<file path="src/rtl/dmem_arbiter.sv">
// Data-memory arbiter: CPU has fixed priority, VGA fetch is guaranteed
// a slot after MAXWAIT denied cycles. Read data is registered per port.
module dmem_arbiter #(
  parameter int Dbits   = 32,
  parameter int Abits   = 14,
  parameter int MAXWAIT = 4
) (
  input  logic             clk,
  input  logic             reset_n,
  input  logic             cpu_req,
  input  logic             cpu_we,
  input  logic [31:0]      cpu_addr,
  input  logic [Dbits-1:0] cpu_wdata,
  output logic             cpu_gnt,
  output logic [Dbits-1:0] cpu_rdata,
  output logic             cpu_rvalid,
  input  logic             vga_req,
  input  logic [31:0]      vga_addr,
  output logic             vga_gnt,
  output logic [Dbits-1:0] vga_rdata,
  output logic             vga_rvalid,
  output logic             addr_err,
  output logic             mem_wr,
  output logic [31:0]      mem_addr,
  output logic [Dbits-1:0] mem_writedata,
  input  logic [Dbits-1:0] mem_readdata
);

  localparam logic [3:0] MaxW = 4'(MAXWAIT);

  logic [3:0] wait_cnt;
  logic       cpu_r;
  logic       vga_r;
  logic       vga_force;
  logic       cpu_ok;
  logic       vga_ok;
  logic       cpu_rd;

  // Requests are ignored while reset is held so no write can slip out.
  assign cpu_r     = cpu_req & reset_n;
  assign vga_r     = vga_req & reset_n;
  assign vga_force = (wait_cnt == MaxW);

  assign cpu_gnt = cpu_r & ~(vga_r & vga_force);
  assign vga_gnt = vga_r & (~cpu_r | vga_force);

  assign cpu_ok = (cpu_addr[31:Abits] == '0);
  assign vga_ok = (vga_addr[31:Abits] == '0);
  assign cpu_rd = cpu_gnt & ~cpu_we;

  assign mem_addr      = vga_gnt ? vga_addr : cpu_addr;
  assign mem_writedata = cpu_wdata;
  assign mem_wr        = cpu_gnt & cpu_we & cpu_ok;

  always_ff @(posedge clk or negedge reset_n) begin
    if (!reset_n) begin
      wait_cnt   <= '0;
      cpu_rdata  <= '0;
      vga_rdata  <= '0;
      cpu_rvalid <= 1'b0;
      vga_rvalid <= 1'b0;
      addr_err   <= 1'b0;
    end else begin
      if (!vga_r || vga_gnt)
        wait_cnt <= '0;
      else if (wait_cnt != MaxW)
        wait_cnt <= wait_cnt + 4'd1;
      cpu_rvalid <= cpu_rd;
      vga_rvalid <= vga_gnt;
      if (cpu_rd)
        cpu_rdata <= cpu_ok ? mem_readdata : '0;
      if (vga_gnt)
        vga_rdata <= vga_ok ? mem_readdata : '0;
      addr_err <= (cpu_gnt & ~cpu_ok) | (vga_gnt & ~vga_ok);
    end
  end

endmodule

</file>
<file path="config.mk">
export PLATFORM = sky130hd
export DESIGN_NAME = dmem_arbiter
export DESIGN_NICKNAME = d
export VERILOG_FILES = /design/src/rtl/dmem_arbiter.sv
export SDC_FILE = /design/constraint.sdc
export NUM_CORES = 1
export LEC_CHECK = 0
export ABC_CLOCK_PERIOD_IN_PS = 3900
export CAP_MARGIN = 40
export CELL_PAD_IN_SITES_DETAIL_PLACEMENT = 1
export CELL_PAD_IN_SITES_GLOBAL_PLACEMENT = 1
export CORE_UTILIZATION = 26
export DETAILED_ROUTE_END_ITERATION = 6
export MAX_ROUTING_LAYER = met4
export PLACE_DENSITY_LB_ADDON = 0.1
export SLEW_MARGIN = 20
export SYNTH_ARGS = -nofsm -noshare
export SYNTH_HDL_FRONTEND = slang
export SYNTH_SLANG_ARGS = --single-unit
</file>
<file path="constraint.sdc">
create_clock -name clk -period 3.9 [get_ports clk]
set_input_delay 0.78 -clock clk [delete_from_list [all_inputs] [get_ports clk]]
set_output_delay 0.78 -clock clk [all_outputs]
set_load 0.01 [all_outputs]
</file>
==> metrics.yaml <==
status:
  status: "completed"
job:
  cap_violations: 0
drt:
  drtIter0Drc: 110
  post_drt_wl_per_cell_microns: 17.73
  viasPerCell: 4.616
  drt_first_pass_iters: 4
  vias: 2936
  wl_microns: 11280
  antenna_left: 0
  drcViolationCount: 0
cells_and_area:
  finalNonFillerCells: 636
  area_delta_synth_final_pct: 65.91
  drive_gt1_share_pct: 14.01
  nets: 594
  n_antenna_cell: 0
power:
  p_switching_w: 0.0004184
  cellPowerDensity_mw_per_mm2: 313.0
  p_sw_share_pct: 23.05
  ir_worst_vdd_mv: 0.2470
  design_power_total_w: 0.001815
  intPower_w: 0.001397
  pwr-share-comb_pct: 14.3
  pwr-share-clk_pct: 44.9
  p_leak_nw: 2.456
  power_frac_seq_pct: 40.8
setup_path:
  end_kind: "output pin"
  cp.required_ns: 3.12
  timing.critical_path.buf_inv: 2
  r2r_start: "wait_cnt[0]"
  startpoint_type: "input port"
  cp_max_fo: 3
  cpMaxStageDelayCell: "clkdlybuf4s50_1"
  worstSetupPathType: "in2out"
  cp_top_family: "buffers and inverters"
  max_stage_delay_ns: 0.59
  r2r-end: "vga_rdata[14]"
  path_cells: "clkdlybuf4s50_1, nor4_1, nand4_1, nor3_1, clkdlybuf4s50_1"
  r2r_slack_ns: 1.73
  arrival_ns: 2.70
  crit_top_cell: "clkdlybuf4s50_1"
  reg2reg_depth: 8
yosys:
  synth_xor_area_share_pct: 0.5013
  synth_top_family_by_area: "compound AO/OA/AOI/OAI gates"
  synth_top_cells_by_area: "dfrtp_1, mux2_2, a22o_1"
  synth_top_area_share_pct: 50.84
  synth_common_cells: "dfrtp_1, a22o_1, buf_4, mux2_2, nor2b_1"
  yosys_warnings: 0
  synthAdderAreaFrac_pct: 0.7161
  synth_top_cell_by_area: "dfrtp_1"
  synth_edf_count: 0
  syn_nets: 423
  synth_area_sq_mm: 0.003495
  synth_area_per_cell_sq_um: 12.13
  synth_seq_area_share_pct: 50.84
  synth_simple_gate_area_share_pct: 10.67
  postSynthCellCount: 288
  synth_cell_types: 29
  synth_ff_type: "dfrtp_1"
  post-synth-top-count-cell: "dfrtp_1"
  synth_compound_area_share_pct: 16.58
  yosys_register_bits: 71
  async_flop_share_pct: 100.0
  synthMuxAreaShare_pct: 10.31
clock_tree:
  h-tree-depth: 3
  clk_pin_slew_worst_paths_ns: 0.06
  hold_buffers: 0
  cts_tree: "done"
  cts-resized-gates: 0
  clockBufferDepth: 2
  insertion_delay_ns: 0.33
  cts_sinks: 71
  cts_root_buffer: "clkbuf_16"
  numCtsBuffers: 9
  post-cts-setup-buffer-count: 0
global_routing:
  grt_overflow: 0
  track_usage_pct: 17.03
  grt_max_degree: 62
  grt_pass1_vias: 3404
  grt_first_pass_wirelength_microns: 18110
  antenna_found_initial: 0
placed_design:
  dp.cells: 619
  gp_congestion: 0.7733
  io_buffers: 202
  dp_hpwl_microns: 8388
die:
  num_rows: 41
  start_util_pct: 27.14
  die_h_microns: 117.9
  die_w_microns: 117.9
  core_sq_mm: 0.01288
  dieArea_sq_mm: 0.01391
  ioPinCount: 267
sta:
  period_needed_ns: 3.481
  rsz0062_at_grt: "false"
  fin_crit_sh_pct: 89.25
  hold-worst-slack_ns: 0.3015
  slew_headroom_pct: 64.52
  maxSlewViolCount: 0
  hold_viol_final: 0
  setup_violations: 0
  worst_pin_slew_ns: 0.5322
  clock.fmax_ghz: 0.2873
  final.setup.tns_ns: 0
  fin_skew_ns: 0.008718
worst_hold_path:
  hold_class: "in2async"
[registers in the layout, indices dropped and copies added (netlist names)]
signal,cells
cpu_rdata,32
wait_cnt,4
vga_rvalid,1
vga_rdata,32
cpu_rvalid,1
addr_err,1
[area by class of cell]
type,count,area (sq um)
multi-input cells,161,1369
clock inverters,7,73.82
fillers,1363,7078
clock buffers,9,225.2
flip-flops and latches,71,1777
inverters,5,18.77
well taps,172,215.2
repair buffers,211,2120
[layer usage]
| metal | GRT usage [%] | vias up | wire (microns) |
|---|---|---|---|
| li1 | - | 1359 | - |
| met1 | 19.75 | 1422 | 4694 |
| met2 | 28.79 | 139 | 5728 |
| met3 | 4.167 | 16 | 712 |
| met4 | 5.529 | 0 | 141 |
| met5 | - | - | 0 |
[cells by family after synthesis]
logic type / after synthesis
AOI/OAI and AO/OA: 67
xor gates and xnor gates: 2
adders and majority gates: 2
buffers and inverters: 56
DFF: 71
muxes: 32
and+or+nand+nor: 58
[per-stage QoR]
stage / util (%) / setup slack (ns) / area, sq um
2_1_floorplan: - / 1.438 / 3495
3_3_place_gp: 42.49 / 0.4496 / 5472
3_5_place_dp: 42.49 / 0.3849 / 5472
4_1_cts: 44.82 / 0.3733 / 5771
5_1_grt: 45.03 / 0.2806 / 5798
6_report: 45.03 / 0.4193 / 5798
[worst max path at each step]
| stage | startpoint | endpoint | slack (ns) | cells after the start |
|---|---|---|---|---|
| floorplan | cpu_addr[23] | mem_wr | 1.44 | 2 |
| global placement | cpu_addr[16] | mem_wr | 0.45 | 5 |
| detailed placement | cpu_addr[16] | mem_wr | 0.38 | 5 |
| CTS | cpu_addr[16] | mem_wr | 0.37 | 5 |
| global route | cpu_addr[14] | mem_wr | 0.28 | 5 |
| finish | cpu_addr[14] | mem_wr | 0.42 | 5 |
[power groups by stage]
stage                     clock [W]  combinational (W)  sequential (W)
after floorplan                   0          0.0000957        0.000754
after global placement            0           0.000258        0.000753
after detailed placement          0           0.000260        0.000753
after CTS                  0.000837           0.000262        0.000740
after global routing       0.000875           0.000279        0.000739
final                      0.000815           0.000260        0.000740
[cells in the final DEF (no fill, tap or decap), types with 3 or more instances in the layout]
cell,synthesis,layout
clkdlybuf4s50_1,0,201
dfrtp_1,71,71
mux2_2,32,32
nor2b_1,32,32
a22o_1,32,32
a31o_1,29,29
clkbuf_16,0,9
buf_4,32,8
nor4_1,6,6
inv_1,5,5
nor2_1,5,5
a31o_2,3,3
clkinv_4,0,3
(Power assumes the default switching activity.)
